<file path="config.mk">
export PLATFORM = sky130hd
export DESIGN_NAME = serial_frame_tx_flat
export DESIGN_NICKNAME = d
export VERILOG_FILES = /design/src/rtl/dld_serial_pkg.sv /design/src/rtl/serial_frame_tx_if.sv /design/src/rtl/serial_frame_tx_bit_counter.sv /design/src/rtl/serial_frame_tx.sv /design/src/flat_wrapper.sv
export SDC_FILE = /design/constraint.sdc
export NUM_CORES = 1
export LEC_CHECK = 0
export ABC_AREA = 1
export BUFFER_PORTS_ARGS = -buffer_cell sky130_fd_sc_hd__buf_2
export CORE_ASPECT_RATIO = 0.7
export CORE_MARGIN = 2
export CORE_UTILIZATION = 60
export CTS_CLUSTER_DIAMETER = 100
export DETAILED_ROUTE_END_ITERATION = 10
export PLACE_DENSITY = 0.89
export REMOVE_ABC_BUFFERS = 1
export SYNTH_ARGS = -nofsm -noshare
export SYNTH_HDL_FRONTEND = slang
export SYNTH_SLANG_ARGS = --single-unit
</file>
<file path="constraint.sdc">
create_clock -name clk -period 3.8 [get_ports clk]
set_clock_uncertainty 0.1 [all_clocks]
set_input_delay 1.14 -clock clk [delete_from_list [all_inputs] [get_ports clk]]
set_output_delay 1.14 -clock clk [all_outputs]
set_load 0.005 [all_outputs]
</file>
<file path="src/rtl/dld_serial_pkg.sv">
// Shared types and defaults for the lab serial-frame link.
//   tx_state_t  : transmitter FSM states
//   *_DEF       : default frame parameters (must match the receive-side Detector/Counter)
//   cnt_width() : bit-counter width able to count the longest frame phase without wrapping
package dld_serial_pkg;

  typedef enum logic [1:0] {S_IDLE, S_PRE, S_PAY, S_GUARD} tx_state_t;

  localparam logic [3:0] PREAMBLE_DEF     = 4'b1101;
  localparam int         PAYLOAD_BITS_DEF = 16;
  localparam int         PRE_W_DEF        = 4;
  localparam int         GUARD_BITS_DEF   = 2;

  // $clog2 of the longest phase, plus one bit of headroom.
  function automatic int cnt_width(input int a, input int b, input int c);
    int m;
    m = a;
    if (b > m) m = b;
    if (c > m) m = c;
    return $clog2(m) + 1;
  endfunction

endpackage

</file>
<file path="src/rtl/serial_frame_tx_if.sv">
// Handshake and serial-line bundle of serial_frame_tx.
//   start, data            : frame request and payload word (master -> slave)
//   ready                  : transmitter idle, a request will be accepted
//   ser_out, ser_out_valid : serial line and payload-bit qualifier
//   done                   : one-cycle end-of-frame pulse
// master = requester / line observer, slave = the transmitter.
interface serial_frame_tx_if #(
  parameter int PAYLOAD_BITS = 16
) ();

  logic                    start;
  logic [PAYLOAD_BITS-1:0] data;
  logic                    ready;
  logic                    ser_out;
  logic                    ser_out_valid;
  logic                    done;

  modport master (
    output start, data,
    input  ready, ser_out, ser_out_valid, done
  );

  modport slave (
    input  start, data,
    output ready, ser_out, ser_out_valid, done
  );

endinterface

</file>
<file path="src/rtl/serial_frame_tx_bit_counter.sv">
// Phase bit counter for serial_frame_tx.
//   clk, rst : clock, asynchronous active-low reset
//   en_i     : clock enable; counter holds when low
//   clr_i    : synchronous clear (takes effect on an enabled edge)
//   tc_val_i : terminal-count compare value for the current phase
//   cnt_o    : current count
//   tc_o     : cnt_o equals tc_val_i
module tx_bit_counter #(
  parameter int W = 5
) (
  input  logic         clk,
  input  logic         rst,
  input  logic         en_i,
  input  logic         clr_i,
  input  logic [W-1:0] tc_val_i,
  output logic [W-1:0] cnt_o,
  output logic         tc_o
);

  logic [W-1:0] cnt_q;

  // NOTE: sequential state is assigned with <= so every flop samples pre-edge values.
  always_ff @(posedge clk or negedge rst) begin
    if (!rst)       cnt_q <= '0;
    else if (en_i)  cnt_q <= clr_i ? '0 : cnt_q + 1'b1;
  end

  assign cnt_o = cnt_q;
  assign tc_o  = (cnt_q == tc_val_i);

endmodule

</file>
<file path="src/rtl/serial_frame_tx.sv">
// Serial-frame transmitter: preamble, then PAYLOAD_BITS payload bits MSB-first,
// then GUARD_BITS forced zeros. All outputs are registered.
//   clk    : rising-edge clock
//   rst    : asynchronous active-low reset
//   clk_en : clock enable shared with the receiver; low freezes all state
//   bus    : slave side of serial_frame_tx_if (start/data/ready/ser_out/ser_out_valid/done)
module serial_frame_tx
  import dld_serial_pkg::*;
#(
  parameter int             PRE_W        = PRE_W_DEF,
  parameter logic [PRE_W-1:0] PREAMBLE   = PREAMBLE_DEF,
  parameter int             PAYLOAD_BITS = PAYLOAD_BITS_DEF,
  parameter int             GUARD_BITS   = GUARD_BITS_DEF   // must be >= 1
) (
  input  logic              clk,
  input  logic              rst,
  input  logic              clk_en,
  serial_frame_tx_if.slave  bus
);

  localparam int CNT_W = cnt_width(PRE_W, PAYLOAD_BITS, GUARD_BITS);

  tx_state_t               state_q, state_d;
  logic [PAYLOAD_BITS-1:0] shreg_q, shreg_d;
  logic                    ser_out_q, ser_out_d;
  logic                    valid_q, valid_d;
  logic                    ready_q, ready_d;
  logic                    done_q, done_d;

  logic [CNT_W-1:0]        cnt;
  logic [CNT_W-1:0]        tc_val;
  logic                    cnt_tc;
  logic                    cnt_clr;
  logic [PRE_W-1:0]        pre_rest;

  // cnt indexes the bit currently on the line, so the registered output must be
  // loaded with the *next* preamble bit: shift the pattern by cnt+1, take its MSB.
  assign pre_rest = PREAMBLE << (cnt + 1'b1);

  always_comb begin
    tc_val = '0;
    case (state_q)
      S_PRE:   tc_val = CNT_W'(PRE_W - 1);
      S_PAY:   tc_val = CNT_W'(PAYLOAD_BITS - 1);
      S_GUARD: tc_val = CNT_W'(GUARD_BITS - 1);
      default: tc_val = '0;
    endcase
  end

  tx_bit_counter #(.W(CNT_W)) u_cnt (
    .clk      (clk),
    .rst      (rst),
    .en_i     (clk_en),
    .clr_i    (cnt_clr),
    .tc_val_i (tc_val),
    .cnt_o    (cnt),
    .tc_o     (cnt_tc)
  );

  // NOTE: every variable written here gets a default first, so no path can infer a latch.
  always_comb begin
    state_d   = state_q;
    shreg_d   = shreg_q;
    ser_out_d = 1'b0;
    valid_d   = 1'b0;
    ready_d   = 1'b0;
    done_d    = 1'b0;
    cnt_clr   = 1'b0;

    case (state_q)
      S_IDLE: begin
        ready_d = 1'b1;
        cnt_clr = 1'b1;
        if (bus.start) begin
          state_d   = S_PRE;
          shreg_d   = bus.data;
          ser_out_d = PREAMBLE[PRE_W-1];
          ready_d   = 1'b0;
        end
      end
      S_PRE: begin
        if (cnt_tc) begin
          state_d   = S_PAY;
          cnt_clr   = 1'b1;
          ser_out_d = shreg_q[PAYLOAD_BITS-1];
          shreg_d   = shreg_q << 1;
          valid_d   = 1'b1;
        end else begin
          ser_out_d = pre_rest[PRE_W-1];
        end
      end
      S_PAY: begin
        if (cnt_tc) begin
          state_d = S_GUARD;
          cnt_clr = 1'b1;
        end else begin
          ser_out_d = shreg_q[PAYLOAD_BITS-1];
          shreg_d   = shreg_q << 1;
          valid_d   = 1'b1;
        end
      end
      S_GUARD: begin
        if (cnt_tc) begin
          state_d = S_IDLE;
          cnt_clr = 1'b1;
          done_d  = 1'b1;
          ready_d = 1'b1;
        end
      end
      default: state_d = S_IDLE;
    endcase
  end

  // NOTE: the payload shift register is a plain flop bank, so it is reset along with the FSM.
  always_ff @(posedge clk or negedge rst) begin
    if (!rst) begin
      state_q   <= S_IDLE;
      shreg_q   <= '0;
      ser_out_q <= 1'b0;
      valid_q   <= 1'b0;
      ready_q   <= 1'b1;
      done_q    <= 1'b0;
    end else if (clk_en) begin
      state_q   <= state_d;
      shreg_q   <= shreg_d;
      ser_out_q <= ser_out_d;
      valid_q   <= valid_d;
      ready_q   <= ready_d;
      done_q    <= done_d;
    end
  end

  assign bus.ready         = ready_q;
  assign bus.ser_out       = ser_out_q;
  assign bus.ser_out_valid = valid_q;
  assign bus.done          = done_q;

endmodule

</file>
<file path="src/flat_wrapper.sv">
// flat-port wrapper written by rule: the top's interface ports become plain ports
module serial_frame_tx_flat import dld_serial_pkg::*;
#(
  parameter int             PRE_W        = PRE_W_DEF,
  parameter logic [PRE_W-1:0] PREAMBLE   = PREAMBLE_DEF,
  parameter int             PAYLOAD_BITS = PAYLOAD_BITS_DEF,
  parameter int             GUARD_BITS   = GUARD_BITS_DEF                  
)
  (clk, rst, clk_en, bus_start, bus_data, bus_ready, bus_ser_out, bus_ser_out_valid, bus_done);
  serial_frame_tx_if #(.PAYLOAD_BITS(PAYLOAD_BITS)) bus_i ();
  input  logic clk;
  input  logic rst;
  input  logic clk_en;
  input wire logic [$bits(bus_i.start)-1:0] bus_start;
  input wire logic [$bits(bus_i.data)-1:0] bus_data;
  output wire logic [$bits(bus_i.ready)-1:0] bus_ready;
  output wire logic [$bits(bus_i.ser_out)-1:0] bus_ser_out;
  output wire logic [$bits(bus_i.ser_out_valid)-1:0] bus_ser_out_valid;
  output wire logic [$bits(bus_i.done)-1:0] bus_done;
  assign bus_i.start = bus_start;
  assign bus_i.data = bus_data;
  assign bus_ready = bus_i.ready;
  assign bus_ser_out = bus_i.ser_out;
  assign bus_ser_out_valid = bus_i.ser_out_valid;
  assign bus_done = bus_i.done;
  serial_frame_tx #(.PRE_W(PRE_W), .PREAMBLE(PREAMBLE), .PAYLOAD_BITS(PAYLOAD_BITS), .GUARD_BITS(GUARD_BITS)) u_core (.clk(clk), .rst(rst), .clk_en(clk_en), .bus(bus_i));
endmodule
</file>
==> reports/metrics.cfg, run 1 <==
[yosys]
ys_warn_count=0
synth-edff-count=0
synth_most_common_cell=nand2_1
synth_area_um2=1640
synth_top_flop_cell=dfrtp_1
ys_seq_area_frac=0.413
synth_cells=179
synth_top_area_cell=dfrtp_1
synth_common_cells=nand2_1 (30), dfrtp_1 (26), nand2_2 (18)
avgSynthCellArea_um2=9.16
synth_cell_types=25
async_flop_share=1.00
synth_top_area_frac=0.397
yosys_register_bits=27
netlist_top_cells_area=dfrtp_1 (40%), mux2i_1 (9.2%), o21ai_2 (8.5%)

[place]
gp_congestion=0.906
hpwl_um=2460
place_area_um2=1750
port_buffers=23
dp.cells=231

[critical_path]
worstSetupPathType=in -> reg
rr_worst_depth=9
start_kind=input port
r2r_slack_ns=1.57
rr_endpoint=u_core.shreg_q[0]
cp_data_arrival_time_ns=2.56
cp_slowest_cell=nand2_4
slowest_delay_ns=0.33
crit_buf_inv=3
end_kind=flop
critPathRequiredTime_ns=3.85
r2r_start=u_core.state_q[0]
cp_cell_sequence=buf_2 > inv_2 > nor2_1 > inv_1 > a31oi_1 > nand2_4 > nand2_1 > o21ai_2
path_delay_family=simple AND/OR/NAND/NOR gates
worstPathMaxFanout=32

[layout]
diodes=0
final_nets=228
synthToLayoutAreaGrowth_pct=9.62
fill_cells=199
drive_above_1_share=0.363
fin_cells=235
final_area_um2=1800

[floorplanning]
rows=15
start_util=0.647
die_h_um=47.7
pin_count=24
die_w_um=66.5
die-area_um2=3170
fp.coreArea_um2=2530

[timing]
max_slew.worst_pin.slew_ns=0.604
min_period_over_period=0.661
hold_viol_final=0
fmax_ghz=0.398
tns_ns=0
holdWs_ns=0.393
slew_violations=0
finalSetupViolCount=0
finalCriticalPeriod_ns=2.51
rsz0062_at_grt=false
timing.slew.headroom=0.597

[pwr]
internal_power_mw=0.867
netSwitchingFraction=0.478
p_switching_mw=0.793
vdd_drop_max_mv=0.542
finalPower_mw=1.66
p_seq_frac=0.310
comb_power_share=0.593
powerDensity_nw_per_um2=924
clkPwrFrac=0.097
total_leakage_power_nw=0.923

[drt]
dr_wl_met2_um=1620
drtAntennaViolNets=0
routed-via-count=1282
drc_errors=0
wl_per_cell_um=14.1
viasPerCell=5.46
routed-wl-met3_um=176
drt_first_pass_iters=4
drt-total-wl_um=3310
drt-met1-wl_um=1460
initialDrtViolationCount=77
top_layer=met4

[global_routing]
antenna_found_initial=0
grt_pass1_wl_um=5660
grt_pass1_vias=1293
grt_overflow_total=0
track_usage=0.244
grt_max_degree=33

[worst_hold_path]
hp-start=u_core.shreg_q[5]
hold_path_depth=2
worstHoldEndpoint=u_core.shreg_q[5]
hp-class=reg -> reg

[clocking]
clk_pin_slew_ns=0.08
cts_tree=built
post_cts_buffers=0
root_buffer=clkbuf_8
htree_levels=1
cts_hold_buf=0
cts_max_path_buffers=2
cts.sinks=27
cts_resized=0
cts_buffers=3
clock_latency_ns=0.27

[job]
drv_cap=0

[outcome]
status=finished clean

==> layout make-up <==
| type | count | area [µm²] | share of cell area |
|---|---|---|---|
| well taps | 34 | 42.5 | 0.0237 |
| clock buffers | 4 | 45.0 | 0.0251 |
| repair buffers | 24 | 123 | 0.0682 |
| flip-flops and latches | 27 | 677 | 0.377 |
| multi-input cells | 126 | 835 | 0.464 |
| inverters | 20 | 75.1 | 0.0418 |
==> flip-flops by register name, summed over array words and instances (netlist names) <==
signal                    cells
u_core.bus.ser_out_valid      1
u_core.u_cnt.cnt_o            5
u_core.bus.done               1
u_core.state_q                2
u_core.shreg_q               16
u_core.bus.ser_out            1
u_core.bus.ready              1
==> kinds of logic after synthesis <==
| kind of cell | share of synthesized area |
|---|---|
| muxes | 0.0916 |
| DFF | 0.413 |
| AOI/OAI and AO/OA | 0.133 |
| and+or+nand+nor | 0.239 |
| buffers and inverters | 0.0779 |
| adders and majority gates | 0.0458 |
==> metal layers <==
| layer | vias up | track usage |
|---|---|---|
| met4 | 0 | 0.102 |
| met1 | 595 | 0.297 |
| li1 | 636 | - |
| met5 | - | 0 |
| met3 | 11 | 0.0541 |
| met2 | 40 | 0.436 |
==> placed cells by master, fill, tap and decap left out <==
cell      synthesis  routed
a21oi_1           1       1
a21oi_2           1       1
a21oi_4           1       1
a31oi_1           1       1
buf_2             0      23
buf_4             0       1
clkbuf_1          1       1
clkbuf_8          0       3
dfrtp_1          26      26
dfstp_2           1       1
ha_1              6       6
inv_1            14      14
inv_2             6       6
mux2i_1          15      15
nand2_1          30      30
nand2_2          18      18
nand2_4           1       1
nand3_1          15      15
nand3_4           1       1
nand4_1           4       4
nor2_1            7       7
nor2_4            1       1
o21ai_0           6       6
o21ai_1           1       1
o21ai_2          16      16
o22ai_1           1       1
==> worst min-delay path, delay by kind of cell (launching register included) <==
family,cells,cell delay [ns]
AO/OA/AOI/OAI,1,0.04
flip-flops,1,0.36
AND/OR/NAND/NOR,1,0.06
==> worst max-delay path by stage <==
stage / startpoint / end / slack (ns) / cells past startpoint
global placement: clk_en / u_core.shreg_q[0] / 1.15 / 8
floorplan: u_core.state_q[0] / u_core.shreg_q[0] / 1.31 / 9
CTS: clk_en / u_core.shreg_q[0] / 1.32 / 8
finish: clk_en / u_core.shreg_q[0] / 1.29 / 8
global route: clk_en / u_core.shreg_q[0] / 1.20 / 8
detailed placement: clk_en / u_core.shreg_q[1] / 1.02 / 8
==> stage by stage <==
stage                      util  worst slack (ns)
final                     0.709              1.29
after CTS                 0.709              1.32
after global placement    0.691              1.15
after global routing      0.709              1.20
after detailed placement  0.691              1.02
after floorplan               -              1.31
==> power by group through the flow <==
stage	clock network, mW	registers (mW)	logic [mW]
3_3_place_gp	0	0.510	0.924
5_1_grt	0.179	0.530	1.09
6_report	0.161	0.515	0.984
3_5_place_dp	0	0.518	0.973
4_1_cts	0.167	0.513	0.982
2_1_floorplan	0	0.496	0.787
No activity file was read; power rests on OpenSTA's default activity.
==> run 2: changes to the inputs <==
CORE_UTILIZATION = 56   (was 60)
PLACE_DENSITY = 0.84   (was 0.89)
clock period = 2.5 ns   (was 3.8 ns; I/O delays follow)
==> reports/metrics.cfg, run 2 (synthesis gave the netlist of run 1 again) <==
[drt]
drt_first_pass_iters=4  ; unchanged
drt-total-wl_um=3270  ; -1.3%
drc_errors=0  ; unchanged
routed-via-count=1294  ; +0.94%
wl_per_cell_um=13.7  ; -2.6%
viasPerCell=5.44  ; -0.34%
initialDrtViolationCount=63  ; -18%
drtAntennaViolNets=0  ; unchanged

[critical_path]
start_kind=flop
worstSetupPathType=reg -> reg
crit_path_frequent_cell=nand2_2
cp_slowest_cell=dfrtp_1
end_kind=flop
slowest_delay_ns=0.40  ; +0.07 ns
cp_cell_sequence=inv_1 > ha_1 > nand2_2 > nand2_2 > nor2_4 > nand3_4 > a21oi_4 > nand2_4 > nand2_1 > o21ai_2
cp_data_arrival_time_ns=2.28  ; -0.28 ns
worstPathMaxFanout=32  ; unchanged
critPathRequiredTime_ns=2.55  ; -1.30 ns

[clocking]
post_cts_buffers=0  ; unchanged
clock_latency_ns=0.27  ; about the same
cts.sinks=27  ; unchanged
cts_resized=0  ; unchanged
clk_pin_slew_ns=0.09  ; about the same
cts_max_path_buffers=2  ; unchanged
cts_tree=built
cts_hold_buf=0  ; unchanged
cts_buffers=3  ; unchanged
htree_levels=1  ; unchanged
root_buffer=clkbuf_8

[floorplanning]
die_h_um=49.3  ; +3.2%
rows=16  ; +1
die-area_um2=3380  ; +6.6%
start_util=0.589  ; -0.0579
die_w_um=68.7  ; +3.3%
fp.coreArea_um2=2780  ; +9.8%
pin_count=24  ; unchanged

[layout]
fin_cells=238  ; +1.3%
final_area_um2=1810  ; +0.63%
top_register=u_core.shreg_q
fill_cells=233  ; +17%
utilization=0.650  ; -0.0594
largest_reg_flops=16  ; unchanged
layout_common_cells=nand2_1 (30), dfrtp_1 (26), buf_2 (23), nand2_2 (18), o21ai_2 (16)
final_nets=229  ; +0.44%
diodes=0  ; unchanged
layout_commonest_cell=nand2_1
drive_above_1_share=0.371  ; +0.00810
synthToLayoutAreaGrowth_pct=10.3

[global_routing]
grt_pass1_vias=1296  ; +0.23%
grt_max_degree=33  ; unchanged
grt_pass1_wl_um=5910  ; +4.4%
antenna_found_initial=0  ; unchanged
grt_overflow_total=0  ; unchanged
track_usage=0.238  ; -0.00612

[place]
dp.cells=234  ; +1.3%
place_area_um2=1760  ; +0.57%
hpwl_um=2470  ; +0.55%
gp_congestion=0.906  ; about the same
port_buffers=23  ; unchanged
dp_slack_ns=0.287  ; -0.732 ns

[outcome]
status=finished clean

[timing]
hold_viol_final=0  ; unchanged
slew_violations=0  ; unchanged
finalCriticalPeriod_ns=2.23
finalSetupViolCount=0  ; unchanged
min_period_over_period=0.891
rsz0062_at_grt=false
tns_ns=0  ; unchanged
fmax_ghz=0.449
max_slew.worst_pin.slew_ns=0.584  ; -0.0195 ns
timing.slew.headroom=0.610  ; +0.0130
holdWs_ns=0.365  ; -0.0272 ns
fin_ws_ns=0.271  ; -1.02 ns

[pwr]
powerDensity_nw_per_um2=1390  ; +51%
total_leakage_power_nw=0.930  ; +0.82%
vdd_drop_max_mv=0.877  ; +62%
finalPower_mw=2.52  ; +52%

[worst_hold_path]
hp-class=in -> async

[job]
drv_cap=0  ; unchanged

==> run 2: worst max-delay path, delay by kind of cell, from the launching register on <==
kind | cells | cell delay [ns]
AO/OA/AOI/OAI | 2 | 0.27
buffers and inverters | 1 | 0.10
flip-flops | 1 | 0.40
adder cells (fa/ha/maj) | 1 | 0.36
AND/OR/NAND/NOR | 6 | 0.85
==> run 2: where the power goes <==
part / internal (mW) / leakage [nW] / switching (mW)
Combinational: 0.579 / 0.561 / 0.909
Sequential: 0.627 / 0.344 / 0.160
Clock: 0.112 / 0.0255 / 0.132
==> run 2: area by class of cell <==
| type | instances | area (µm²) | share of cell area |
|---|---|---|---|
| Timing Repair Buffer | 25 | 130 | 0.0720 |
| Multi-Input combinational cell | 126 | 835 | 0.462 |
| Sequential cell | 27 | 677 | 0.374 |
| Clock inverter | 1 | 5.00 | 0.00277 |
| Inverter | 20 | 75.1 | 0.0415 |
| Clock buffer | 3 | 41.3 | 0.0228 |
| Tap cell | 36 | 45.0 | 0.0249 |
==> run 2: per-layer routing <==
metal | vias up | track usage | routed length [µm]
li1 | 634 | - | -
met1 | 610 | 0.327 | 1510
met2 | 43 | 0.357 | 1500
met3 | 7 | 0.0600 | 205
met4 | 0 | 0.0933 | 53
met5 | - | 0 | 0
==> run 2: path summary, 6_finish.rpt <==
| kind | start | endpoint | slack [ns] | cells past startpoint |
|---|---|---|---|---|
| worst min-delay path | rst | u_core.shreg_q[4] | 0.37 | 1 |
| min in group clk | u_core.shreg_q[8] | u_core.shreg_q[8] | 0.39 | 2 |
| worst min register to register | u_core.shreg_q[8] | u_core.shreg_q[8] | 0.39 | 2 |
| worst max register to register | u_core.state_q[0] | u_core.shreg_q[0] | 0.27 | 10 |
| max in group asynchronous | rst | u_core.shreg_q[13] | 1.55 | 1 |
| worst max-delay path | u_core.state_q[0] | u_core.shreg_q[0] | 0.27 | 10 |
